===== config.mk =====
export PLATFORM = sky130hd
export DESIGN_NAME = digit_display_flat
export DESIGN_NICKNAME = d
export VERILOG_FILES = /design/src/rtl/digit_display_pkg.sv /design/src/rtl/digit_display_if.sv /design/src/rtl/digit_display_seg7_decode.sv /design/src/rtl/digit_display.sv /design/src/flat_wrapper.sv
export SDC_FILE = /design/constraint.sdc
export NUM_CORES = 1
export LEC_CHECK = 0
export ABC_AREA = 1
export CAP_MARGIN = 10
export CELL_PAD_IN_SITES_DETAIL_PLACEMENT = 1
export CELL_PAD_IN_SITES_GLOBAL_PLACEMENT = 1
export CORE_ASPECT_RATIO = 1.5
export CORE_MARGIN = 5
export CORE_UTILIZATION = 35
export CTS_CLUSTER_DIAMETER = 80
export DETAILED_ROUTE_END_ITERATION = 10
export HOLD_SLACK_MARGIN = 0.05
export MAX_ROUTING_LAYER = met4
export PLACE_DENSITY = 0.7
export SKIP_CTS_REPAIR_TIMING = 1
export SYNTH_ARGS = -nofsm -noshare
export SYNTH_HDL_FRONTEND = slang
export SYNTH_SLANG_ARGS = --single-unit
export TNS_END_PERCENT = 10

===== constraint.sdc =====
create_clock -name clock -period 4.4 [get_ports clock]
set_input_delay 0.88 -clock clock [delete_from_list [all_inputs] [get_ports clock]]
set_output_delay 0.88 -clock clock [all_outputs]
set_load 0.05 [all_outputs]

===== src/rtl/digit_display_pkg.sv =====
// Shared bus-peripheral definitions: display register offsets, the blank
// segment pattern and the offset-to-register decode used by the display.
package digit_display_pkg;

  localparam logic [2:0]  ADDR_DATA_LO = 3'b000;
  localparam logic [2:0]  ADDR_DATA_HI = 3'b010;
  localparam logic [2:0]  ADDR_CTRL    = 3'b100;

  localparam logic [7:0]  SEG_BLANK    = 8'hFF;
  localparam logic [7:0]  DIGIT_OFF    = 8'hFF;
  localparam logic [15:0] RDATA_IDLE   = 16'h0000;

  typedef enum logic [1:0] {
    REG_NONE    = 2'd0,
    REG_DATA_LO = 2'd1,
    REG_DATA_HI = 2'd2,
    REG_CTRL    = 2'd3
  } reg_sel_e;

  function automatic reg_sel_e decode_addr(input logic [2:0] addr);
    reg_sel_e sel;
    case (addr)
      ADDR_DATA_LO: sel = REG_DATA_LO;
      ADDR_DATA_HI: sel = REG_DATA_HI;
      ADDR_CTRL:    sel = REG_CTRL;
      default:      sel = REG_NONE;
    endcase
    return sel;
  endfunction

endpackage


===== src/rtl/digit_display_if.sv =====
// CPU-side register bus of the digit display (strobes, chip-select, address,
// write data and registered readback).
interface digit_display_if;
  logic        write_enable;
  logic        displayCtrl;
  logic        read_enable;
  logic [2:0]  address;
  logic [15:0] write_data_input;
  logic [15:0] read_data_output;

  modport master (
    output write_enable, displayCtrl, read_enable, address, write_data_input,
    input  read_data_output
  );

  modport slave (
    input  write_enable, displayCtrl, read_enable, address, write_data_input,
    output read_data_output
  );
endinterface


===== src/rtl/digit_display_seg7_decode.sv =====
// Hex nibble to active-low gfedcba seven-segment pattern.
module seg7_decode (
  input  logic [3:0] hex_i,
  output logic [6:0] seg_n_o
);

  // pure lookup, no state
  always_comb begin
    case (hex_i)
      4'h0:    seg_n_o = 7'h40;
      4'h1:    seg_n_o = 7'h79;
      4'h2:    seg_n_o = 7'h24;
      4'h3:    seg_n_o = 7'h30;
      4'h4:    seg_n_o = 7'h19;
      4'h5:    seg_n_o = 7'h12;
      4'h6:    seg_n_o = 7'h02;
      4'h7:    seg_n_o = 7'h78;
      4'h8:    seg_n_o = 7'h00;
      4'h9:    seg_n_o = 7'h10;
      4'hA:    seg_n_o = 7'h08;
      4'hB:    seg_n_o = 7'h03;
      4'hC:    seg_n_o = 7'h46;
      4'hD:    seg_n_o = 7'h21;
      4'hE:    seg_n_o = 7'h06;
      4'hF:    seg_n_o = 7'h0E;
      default: seg_n_o = 7'h7F;
    endcase
  end

endmodule


===== src/rtl/digit_display.sv =====
// Eight-digit multiplexed seven-segment display controller on the CPU bus.
// Optional register readback is enabled by defining DIGIT_DISPLAY_READBACK_EN.
module digit_display
  import digit_display_pkg::*;
#(
  parameter logic [15:0] SCAN_DIV = 16'd50000
) (
  input  logic            clock,
  input  logic            reset,
  digit_display_if.slave  bus,
  output logic [7:0]      digit_enable,
  output logic [7:0]      segment
);

  localparam logic [15:0] TERM_CNT = SCAN_DIV - 16'd1;

  logic        wr_s;
  reg_sel_e    wr_sel_s;
  logic        terminal_s;
  logic [15:0] nib_word_s;
  logic [3:0]  nibble_s;
  logic [6:0]  hex_seg_s;
  logic [7:0]  en_mask_s;
  logic [7:0]  dp_mask_s;

  logic [15:0] data_lo_q, data_lo_d;
  logic [15:0] data_hi_q, data_hi_d;
  logic [15:0] ctrl_q,    ctrl_d;
  logic [15:0] presc_q,   presc_d;
  logic [2:0]  idx_q,     idx_d;
  logic [7:0]  digit_enable_q, digit_enable_d;
  logic [7:0]  segment_q,      segment_d;
  logic [15:0] rdata_q,        rdata_d;

  assign wr_s     = bus.displayCtrl & bus.write_enable;
  assign wr_sel_s = decode_addr(bus.address);

  always_comb begin
    data_lo_d = data_lo_q;
    data_hi_d = data_hi_q;
    ctrl_d    = ctrl_q;
    if (wr_s) begin
      case (wr_sel_s)
        REG_DATA_LO: data_lo_d = bus.write_data_input;
        REG_DATA_HI: data_hi_d = bus.write_data_input;
        REG_CTRL:    ctrl_d    = bus.write_data_input;
        default:     ctrl_d    = ctrl_q;
      endcase
    end else begin
      data_lo_d = data_lo_q;
      data_hi_d = data_hi_q;
      ctrl_d    = ctrl_q;
    end
  end

  // scan timing is independent of bus traffic; SCAN_DIV=1 makes every edge terminal
  assign terminal_s = (presc_q == TERM_CNT);

  always_comb begin
    presc_d = presc_q;
    idx_d   = idx_q;
    if (terminal_s) begin
      presc_d = 16'd0;
      idx_d   = idx_q + 3'd1;
    end else begin
      presc_d = presc_q + 16'd1;
      idx_d   = idx_q;
    end
  end

  assign en_mask_s  = ctrl_q[7:0];
  assign dp_mask_s  = ctrl_q[15:8];
  assign nib_word_s = idx_q[2] ? data_hi_q : data_lo_q;
  assign nibble_s   = nib_word_s[{idx_q[1:0], 2'b00} +: 4];

  seg7_decode u_seg7_decode (
    .hex_i   (nibble_s),
    .seg_n_o (hex_seg_s)
  );

  always_comb begin
    digit_enable_d = DIGIT_OFF;
    segment_d      = SEG_BLANK;
    if (en_mask_s[idx_q]) begin
      digit_enable_d = ~(8'b0000_0001 << idx_q);
      segment_d      = {~dp_mask_s[idx_q], hex_seg_s};
    end else begin
      digit_enable_d = DIGIT_OFF;
      segment_d      = SEG_BLANK;
    end
  end

`ifdef DIGIT_DISPLAY_READBACK_EN
  logic     rd_s;
  reg_sel_e rd_sel_s;

  assign rd_s     = bus.displayCtrl & bus.read_enable;
  assign rd_sel_s = decode_addr(bus.address);

  always_comb begin
    rdata_d = rdata_q;
    if (rd_s) begin
      case (rd_sel_s)
        REG_DATA_LO: rdata_d = data_lo_q;
        REG_DATA_HI: rdata_d = data_hi_q;
        REG_CTRL:    rdata_d = ctrl_q;
        default:     rdata_d = RDATA_IDLE;
      endcase
    end else begin
      rdata_d = rdata_q;
    end
  end
`else
  always_comb begin
    rdata_d = RDATA_IDLE;
  end
`endif

  always_ff @(posedge clock or posedge reset) begin
    if (reset) begin
      data_lo_q      <= 16'h0000;
      data_hi_q      <= 16'h0000;
      ctrl_q         <= 16'h0000;
      presc_q        <= 16'd0;
      idx_q          <= 3'd0;
      digit_enable_q <= DIGIT_OFF;
      segment_q      <= SEG_BLANK;
      rdata_q        <= RDATA_IDLE;
    end else begin
      data_lo_q      <= data_lo_d;
      data_hi_q      <= data_hi_d;
      ctrl_q         <= ctrl_d;
      presc_q        <= presc_d;
      idx_q          <= idx_d;
      digit_enable_q <= digit_enable_d;
      segment_q      <= segment_d;
      rdata_q        <= rdata_d;
    end
  end

  assign bus.read_data_output = rdata_q;
  assign digit_enable         = digit_enable_q;
  assign segment              = segment_q;

endmodule

===== src/flat_wrapper.sv =====
// flat-port wrapper written by rule: the top's interface ports become plain ports
module digit_display_flat import digit_display_pkg::*;
#(
  parameter logic [15:0] SCAN_DIV = 16'd50000
)
  (clock, reset, digit_enable, segment, bus_write_enable, bus_displayCtrl, bus_read_enable, bus_address, bus_write_data_input, bus_read_data_output);
  digit_display_if bus_i ();
  input  logic clock;
  input  logic reset;
  output logic [7:0] digit_enable;
  output logic [7:0] segment;
  input wire logic [$bits(bus_i.write_enable)-1:0] bus_write_enable;
  input wire logic [$bits(bus_i.displayCtrl)-1:0] bus_displayCtrl;
  input wire logic [$bits(bus_i.read_enable)-1:0] bus_read_enable;
  input wire logic [$bits(bus_i.address)-1:0] bus_address;
  input wire logic [$bits(bus_i.write_data_input)-1:0] bus_write_data_input;
  output wire logic [$bits(bus_i.read_data_output)-1:0] bus_read_data_output;
  assign bus_i.write_enable = bus_write_enable;
  assign bus_i.displayCtrl = bus_displayCtrl;
  assign bus_i.read_enable = bus_read_enable;
  assign bus_i.address = bus_address;
  assign bus_i.write_data_input = bus_write_data_input;
  assign bus_read_data_output = bus_i.read_data_output;
  digit_display #(.SCAN_DIV(SCAN_DIV)) u_core (.clock(clock), .reset(reset), .bus(bus_i), .digit_enable(digit_enable), .segment(segment));
endmodule

Word-level counts from Yosys, hierarchy flattened --
Memory sizes are Yosys's and may differ from the RTL's. Index checks and enable logic that the tools add are counted.
Storage, ports and cells: register bits 83, ROM bits 112, input port bits 24, output and inout bits 32, word-level logic and storage cells 35, memories 1
Operators by class: add/sub/neg operators 2, order comparisons 1, equality and inequality tests 6, shift operators 2, muxes and demuxes 9, bitwise gates (word level) 3, reductions and logical operators 4
Memories:
- (name not given) | depth 16, bits a word 7, rd ports 1, clocked after Yosys merged registers in 0, wr ports 0, RTL line digit_display_seg7_decode.sv:9 | case (hex_i)
Operators with widths (count):
- 2-to-1 mux 16 bit | 2
- adder 16 x 1 -> 16 bit (second input constant) | 1
- equality test 16 bit (second input constant) | 1
- 2-to-1 mux 8 bit | 2
- indexed part select 16 x 5 -> 4 bit | 1
- inverter 8 bit | 1
- << shifter 1 x 3 -> 8 bit (first input constant) | 1
- binary-select mux 1 bit (select 3 bit) | 2
- one-hot mux 2 bit (3 select lines) | 1
- AND reduction 2 bit | 3
- equality test 2 bit (second input constant) | 2
- less-than comparator 3 x 4 -> 1 bit (second input constant) | 1
- adder 3 x 1 -> 3 bit (second input constant) | 1
- equality test 3 x 2 -> 1 bit (second input constant) | 1
- equality test 3 bit (second input constant) | 1
- logical NOT 3 bit | 1
- equality test 2 x 1 -> 1 bit (second input constant) | 1
- 2-to-1 mux 1 bit | 2
- AND 1 bit | 1
- inverter 1 bit | 1

Logic depth before layout (Yosys ltp) --
Gate-level depths: netlist of the first run.
depth in word-level cells 4, mapped depth 15, gate-level depth less buffers 14

By module --
A second synthesis of the first run with hierarchy kept.
Unflattened totals: cells, all modules 528, area total of the unflattened synthesis 4222.8 um^2
Modules (own cells, without submodules):
- digit_display | instances 1, cells an instance 479, area an instance 3948.8 um^2, sequential area each 2097.0 um^2
- seg7_decode | instances 1, cells an instance 49, area an instance 274.0 um^2, sequential area each 0.0 um^2

Least setup slack after synthesis of the first run --
No wires, ideal clock.
path type flip-flop to flip-flop, start register u_core.idx_q[0], end register u_core.segment_q[1] (netlist: u_core.segment[1]), setup time 77 ps, arrival time 1660 ps, required time 4323 ps, path slack 2662 ps, cell stages (with the launch flop) 14, path buffers 2, clock period less this slack 1738 ps, cell sequence dfrtp_1 buf_4 inv_4 buf_4 nand3_1 nand2_1 nand2_1 nand2_1 inv_2 ha_1 nand3_1 nor2_1 nor2_1 nand2_1
Between the ends: cells in the longest elaborated chain, start to end 3, elaborated cells between the ends (all ways) 5, those cells by class shift: 1; mux: 3; memory: 1
RTL lines:
- from (decl) | RTL line digit_display.sv:30 | logic [2:0] idx_q, idx_d;
- from (signal assigned) | RTL line digit_display.sv:134 | idx_q <= idx_d;
- indexed part select 16 x 5 -> 4 bit or binary-select mux 1 bit (select 3 bit) (tied branches) | RTL line digit_display.sv:74, digit_display.sv:84
- memory read (16 x 7 bit) or 2-to-1 mux 1 bit (tied branches)
- 2-to-1 mux 8 bit (*) | RTL line digit_display.sv:84 | if (en_mask_s[idx_q]) begin
- via u_core.segment_d[1] | RTL line digit_display.sv:32 | logic [7:0] segment_q, segment_d;
- to (signal assigned) | RTL line digit_display.sv:136 | segment_q <= segment_d;
- to (decl) | RTL line digit_display.sv:32
Mark *: on every way through the listed nets, which the timed path passes. The rest lies on a longest branch. The select of a mux whose other input is x is not followed. A chain may end at the register's enable or synchronous reset.

Worst setup path in the final report of the first run --
start register u_core.digit_enable_q[1] (netlist: u_core.digit_enable[1]), end output port digit_enable[1]
RTL lines:
- from (decl) | RTL line digit_display.sv:31 | logic [7:0] digit_enable_q, digit_enable_d;
- from (signal assigned) | RTL line digit_display.sv:135 | digit_enable_q <= digit_enable_d;
- to (decl) | RTL line flat_wrapper.sv:10 | output logic [7:0] digit_enable;
No word-level cell between the ends.

==> impl_results.md, run 1 <==
- Async set-reset flop share out of synthesis: 100%
- Leakage: 2.43 nW
- Antenna diodes: 0
- Final setup TNS: 0 ns
- Largest net degree at the start of global routing: 37
- Critical Path Max Stage Delay: 0.80 ns
- Fin. Hold Viols: 0
- Critical path depth: 1
- Die width: 99.3 µm
- Max Cap Viol: 0
- Crit path launch type: flip-flop
- Synth unique cells: 29
- Crit path to: digit_enable[1]
- Unrepaired setup endpoints after global routing: false
- Tcrit/Tclk final: 57.5%
- Share of Yosys cell area claimed by the top area cell type: 40.1%
- CTS tree: built
- Total Nets Final: 583
- Worst r2r dst: u_core.segment[5]
- Top post-synthesis cells by area: dfrtp_1, nand2_1, dfstp_2, o21ai_0, nand3_1
- DR WL/cell: 14.5 µm
- Reg2reg setup slack: 1.97 ns
- Worst setup EP type: primary output
- I/O Buffers: 38
- Worst skew pair latency: 0.33 ns
- Post-synth EDFFs: 0
- Placer Congestion: 0.792
- Layout area overhead: 18.1%
- Row Count: 49
- WP buf/inv: 1
- Critical Path RT: 3.52 ns
- Final Setup Violations: 0
- Final Non-Filler Cells: 704
- Share of the yosys chip area belonging to registers: 50.1%
- Top_reg_cell synth: dfrtp_1
- Pre-Repair DR Iteration Count: 4
- Slowest library cell on the worst path: clkdlybuf4s50_1
- Final wirelength: 10,200 µm
- Clock Tree Root: clkbuf_16
- Crit Path Category: flip-flop to primary output
- I/O pin cnt: 56
- Vias in the first global route: 3,552
- Arrival @ worst endpoint: 1.65 ns
- Clock tree buffer depth: 2
- Grt ovf: 0
- Pwr dens: 429 nW/µm²
- Status: complete, no violations
- Post-synth top cells: nand2_1, dfrtp_1, inv_1
- 1st-iter DRT viols: 81
- Seq cells post-synth: 83
- Die area: 14,300 µm²
- Worst hold margin: 0.463 ns
- Final Skew: 0.00708 ns
- Min Tclk post-route: 2.53 ns
- Average size of a mapped cell: 8.20 µm²
- Ys Warns: 0
- Worst Tran Pin Value: 0.984 ns
- Layout cell share with drive strength beyond 1: 9.80%
- Vias: 3,347
- CP max FO: 1
- Fmax: 0.395 GHz
- CTS Buf Count: 9
- Final slew viol count: 0
- Initial Utilization: 35.3%
- Residual DRC: 0
- CP Launch Point: u_core.digit_enable[1]
- HPWL Detailed: 7320 µm
- H-tree Lvls: 3
- Core Footprint: 11,800 µm²
- Clock sink count: 83
- Remaining antenna violation count: 0
- Max_slew headroom: 34.3%
- Placed insts: 688
- Crit path cell chain: clkdlybuf4s50_1
- Die H: 144 µm
- Worst Hold Class: flip-flop to flip-flop
- Initial antenna violation count: 0
- Total Power: 0.00212 W
- Post-synthesis cell area: 4180 µm²
- First-pass GRT wire length: 17,200 µm
- Clock transition at the registers of the reported paths: 0.06 ns
- Yosys top cell by area: dfrtp_1
- R2r worst-path depth: 10
- Most common cell in the netlist: nand2_1
- Peak VDD IR: 0.162 mV
- DR vias/cell: 4.75
- RR Startpoint: u_core.idx_q[0]
- Synth Instances: 510
- Filler cell count: 1,433
- Gr usage total: 15.6%
- CP delay by family, top: buffers and inverters
flip-flops by register name, indices dropped and copies added (netlist names):
register and flops:
u_core.ctrl_q 16, u_core.segment 8, u_core.data_hi_q 16, u_core.data_lo_q 16, u_core.digit_enable 8, u_core.presc_q 16
u_core.idx_q 3
stage by stage:
step	setup slack (ns)	util (%)	area, µm²
2_1_floorplan	1.41	-	4240
3_3_place_gp	1.78	39.2	4640
3_5_place_dp	1.68	39.2	4640
4_1_cts	1.84	41.7	4940
5_1_grt	1.79	41.7	4940
6_report	1.87	41.7	4940
worst min path at each step:
stage | startpoint | endpoint | slack (ns) | depth (start not counted)
after global routing | u_core.data_hi_q[1] | u_core.data_hi_q[1] | 0.50 | 2
after detailed placement | u_core.presc_q[0] | u_core.presc_q[0] | 0.46 | 1
after global placement | u_core.presc_q[0] | u_core.presc_q[0] | 0.44 | 1
final | u_core.presc_q[0] | u_core.presc_q[0] | 0.46 | 1
after CTS | u_core.presc_q[0] | u_core.presc_q[0] | 0.46 | 1
after floorplan | u_core.presc_q[0] | u_core.presc_q[0] | 0.43 | 1
cells in the final DEF, fill, tap and decap left out, types with 2 or more instances in the layout:
master           count
o21ai_2              3
nand4_1              4
clkinv_4             3
ha_1                13
conb_1              16
clkinv_2             3
clkdlybuf4s50_1     38
xor2_1              10
buf_4                5
dfrtp_1             67
o22ai_1              2
nand3b_1             2
dfstp_2             16
clkbuf_16            9
inv_1               57
inv_2                7
nand2_2              2
nand3_1             50
nor2_1              32
o21ai_1              3
nor3_1               3
nand2_1            140
o21ai_0             55
nand3_4              2
area by class of cell:
class / instances / area [µm²] / area share [%]
clock buffers: 10 / 229 / 4.64
flip-flops and latches: 83 / 2100 / 42.5
well taps: 153 / 191 / 3.88
inverters: 67 / 255 / 5.17
clock inverters: 6 / 66.3 / 1.34
repair buffers: 43 / 418 / 8.46
multi-input cells: 342 / 1680 / 34.1
routing by layer:
| layer | up-vias | share of wire (%) | global-route usage, % |
|---|---|---|---|
| li1 | 1649 | - | - |
| met5 | - | 0 | - |
| met4 | 0 | 2.1 | 5.83 |
| met3 | 16 | 2.3 | 2.77 |
| met1 | 1647 | 41 | 16.9 |
| met2 | 35 | 55 | 28.4 |
cell families after synthesis:
group           Yosys count  synth area share [%]
fa+ha+maj                13                  3.89
compound gates           64                  7.99
xor+xnor                 11                  2.30
simple gates            238                  24.6
buf+inv                 100                  11.0
other cells               1                0.0897
flops                    83                  50.1
power by group:
| group | switching, W | leakage (nW) | internal (W) |
|---|---|---|---|
| combinational | 0.000287 | 1.25 | 0.000146 |
| clock | 0.000305 | 0.146 | 0.000441 |
| sequential | 0.0000545 | 1.03 | 0.000884 |
| total | 0.000646 | 2.43 | 0.00147 |
Power figures use the tool's default switching activity.
==> run 2: changes to the inputs <==
--- a/config.mk
+++ b/config.mk
@@ -16,7 +16,7 @@
 export DETAILED_ROUTE_END_ITERATION = 10
 export HOLD_SLACK_MARGIN = 0.05
 export MAX_ROUTING_LAYER = met4
-export PLACE_DENSITY = 0.7
+export PLACE_DENSITY = 0.72
 export SKIP_CTS_REPAIR_TIMING = 1
 export SYNTH_ARGS = -nofsm -noshare
 export SYNTH_HDL_FRONTEND = slang
==> constraint.sdc (replaced) <==
create_clock -name clock -period 2.3 [get_ports clock]
set_input_delay 0.46 -clock clock [delete_from_list [all_inputs] [get_ports clock]]
set_output_delay 0.46 -clock clock [all_outputs]
set_load 0.05 [all_outputs]
==> run 2 against run 1 <==
  * Via count increased by 0.30%
  * Sequential power rose by 92%
  * Sequential cell count unchanged
  * Register-to-register slack got worse by 1.7 ns
  * Largest cell class unchanged
==> impl_results.md, run 2 (synthesis results as in run 1) <==
- Core Util, Final: 42.3%
- Final setup TNS: 0 ns
- I/O Buffers: 38
- Fmax: 0.471 GHz
- Layout area overhead: 19.6%
- Crit path cell chain: clkdlybuf4s50_1
- Critical Path Max Stage Delay: 0.80 ns
- First-pass GRT wire length: 17,400 µm
- Final slew viol count: 0
- Sequential Power Share: 43.4%
- Row Count: 49
- Die H: 144 µm
- CTS Buf Count: 9
- Slowest library cell on the worst path: clkdlybuf4s50_1
- DR vias/cell: 4.75
- H-tree Lvls: 3
- Worst Tran Pin Value: 0.557 ns
- Max Cap Viol: 0
- Total Nets Final: 586
- Placer Congestion: 0.866
- Clock transition at the registers of the reported paths: 0.07 ns
- Die width: 99.3 µm
- Net Switching: 0.00126 W
- Worst skew pair latency: 0.34 ns
- Pwr dens: 829 nW/µm²
- Final Skew: 0.00764 ns
- Pre-Repair DR Iteration Count: 4
- CP delay by family, top: buffers and inverters
- CP Launch Point: u_core.digit_enable[3]
- Die area: 14,300 µm²
- Filler cell count: 1,438
- Layout cell share with drive strength beyond 1: 10.3%
- Switching Share: 30.4%
- Combinational share of power: 20.2%
- CTS tree: built
- Max_slew headroom: 62.9%
- Vias: 3,357
- Grt ovf: 0
- Arrival @ worst endpoint: 1.66 ns
- Leakage: 2.46 nW
- Remaining antenna violation count: 0
- Commonest non-fill, non-tap cell in the layout: nand2_1
- WP buf/inv: 1
- CP max FO: 1
- Fin. Hold Viols: 0
- Vias in the first global route: 3,676
- Status: complete, no violations
- HPWL Detailed: 7240 µm
- Unrepaired setup endpoints after global routing: false
- Clock power share: 36.4%
- Final Setup Violations: 0
- Int Pwr: 0.00288 W
- Critical Path RT: 1.84 ns
- Tcrit/Tclk final: 92.2%
- Peak VDD IR: 0.385 mV
- Crit Path Category: flip-flop to primary output
- Crit path launch type: flip-flop
- RR Startpoint: u_core.idx_q[2]
- Gr usage total: 16.0%
- Core Footprint: 11,800 µm²
- Residual DRC: 0
- Clock tree buffer depth: 2
- Hold Path Origin: u_core.presc_q[0]
- Min Tclk post-route: 2.12 ns
- I/O pin cnt: 56
- Initial antenna violation count: 0
- Total Power: 0.00415 W
- Worst Hold Class: flip-flop to flip-flop
- Final wirelength: 10,300 µm
- Initial Utilization: 35.3%
- Antenna diodes: 0
- Clock Tree Root: clkbuf_16
- DR WL/cell: 14.6 µm
- Largest net degree at the start of global routing: 84
- 1st-iter DRT viols: 96
- Clock sink count: 83
- Most frequent cells in the layout: nand2_1, dfrtp_1, inv_1
- Worst setup EP type: primary output
[run 2: changes by cell type in the layout (fill, tap and decap cells not counted), sizes merged]
cell / delta
clkinv: -5
buf: +3
inv: +3
clkbuf: +1
clkinvlp: +1
[run 2: power by group through the flow]
stage	combinational (W)	clock, W	sequential [W]
CTS	0.000851	0.00154	0.00180
floorplan	0.000496	0	0.00193
detailed placement	0.000846	0	0.00183
global route	0.000938	0.00160	0.00183
global placement	0.000813	0	0.00182
finish	0.000837	0.00151	0.00180
[run 2: layer usage]
layer	global-route usage (%)	share of wire, %	wire (µm)
met3	2.09	2.1	216
met4	7.70	2.6	271
met1	16.9	40	4080
met5	-	0	0
met2	29.1	56	5730
[run 2: worst reg2reg max path, delay by kind of cell (launching register included)]
kind / cells / cell delay, ns
AOI/OAI and AO/OA: 1 / 0.28
buffers and inverters: 2 / 0.43
and+or+nand+nor: 7 / 0.60
DFF: 1 / 0.43
adders and majority gates: 1 / 0.23
[run 2: layout make-up]
type	instances	area [µm²]	share of cell area (%)
Clock inverter	5	56.3	1.13
Clock buffer	11	254	5.08
Multi-Input combinational cell	342	1680	33.6
Inverter	67	258	5.15
Sequential cell	83	2100	41.9
Tap cell	153	191	3.83
Timing Repair Buffer	46	465	9.30
[run 2: metrics by stage]
| stage | setup WS [ns] | instance area, µm² | hold slack, ns | std cells |
|---|---|---|---|---|
| 3_3_place_gp | 0.266 | 4690 | 0.445 | 691 |
| 5_1_grt | 0.0772 | 5000 | 0.493 | 707 |
| 6_report | 0.178 | 5000 | 0.464 | 707 |
| 4_1_cts | 0.162 | 5000 | 0.471 | 707 |
| 2_1_floorplan | 0.562 | 4240 | 0.433 | 525 |
| 3_5_place_dp | 0.229 | 4690 | 0.462 | 691 |
[run 2: worst paths after layout]
path | endpoint | slack, ns | cells after the start
worst min-delay path | u_core.presc_q[0] | 0.46 | 1
min in group asynchronous | u_core.ctrl_q[2] | 0.58 | 3
worst max register to register | u_core.segment[3] | 0.26 | 11
max in group asynchronous | u_core.segment[0] | 1.33 | 3
worst max-delay path | digit_enable[3] | 0.18 | 1
worst min register to register | u_core.presc_q[0] | 0.46 | 1
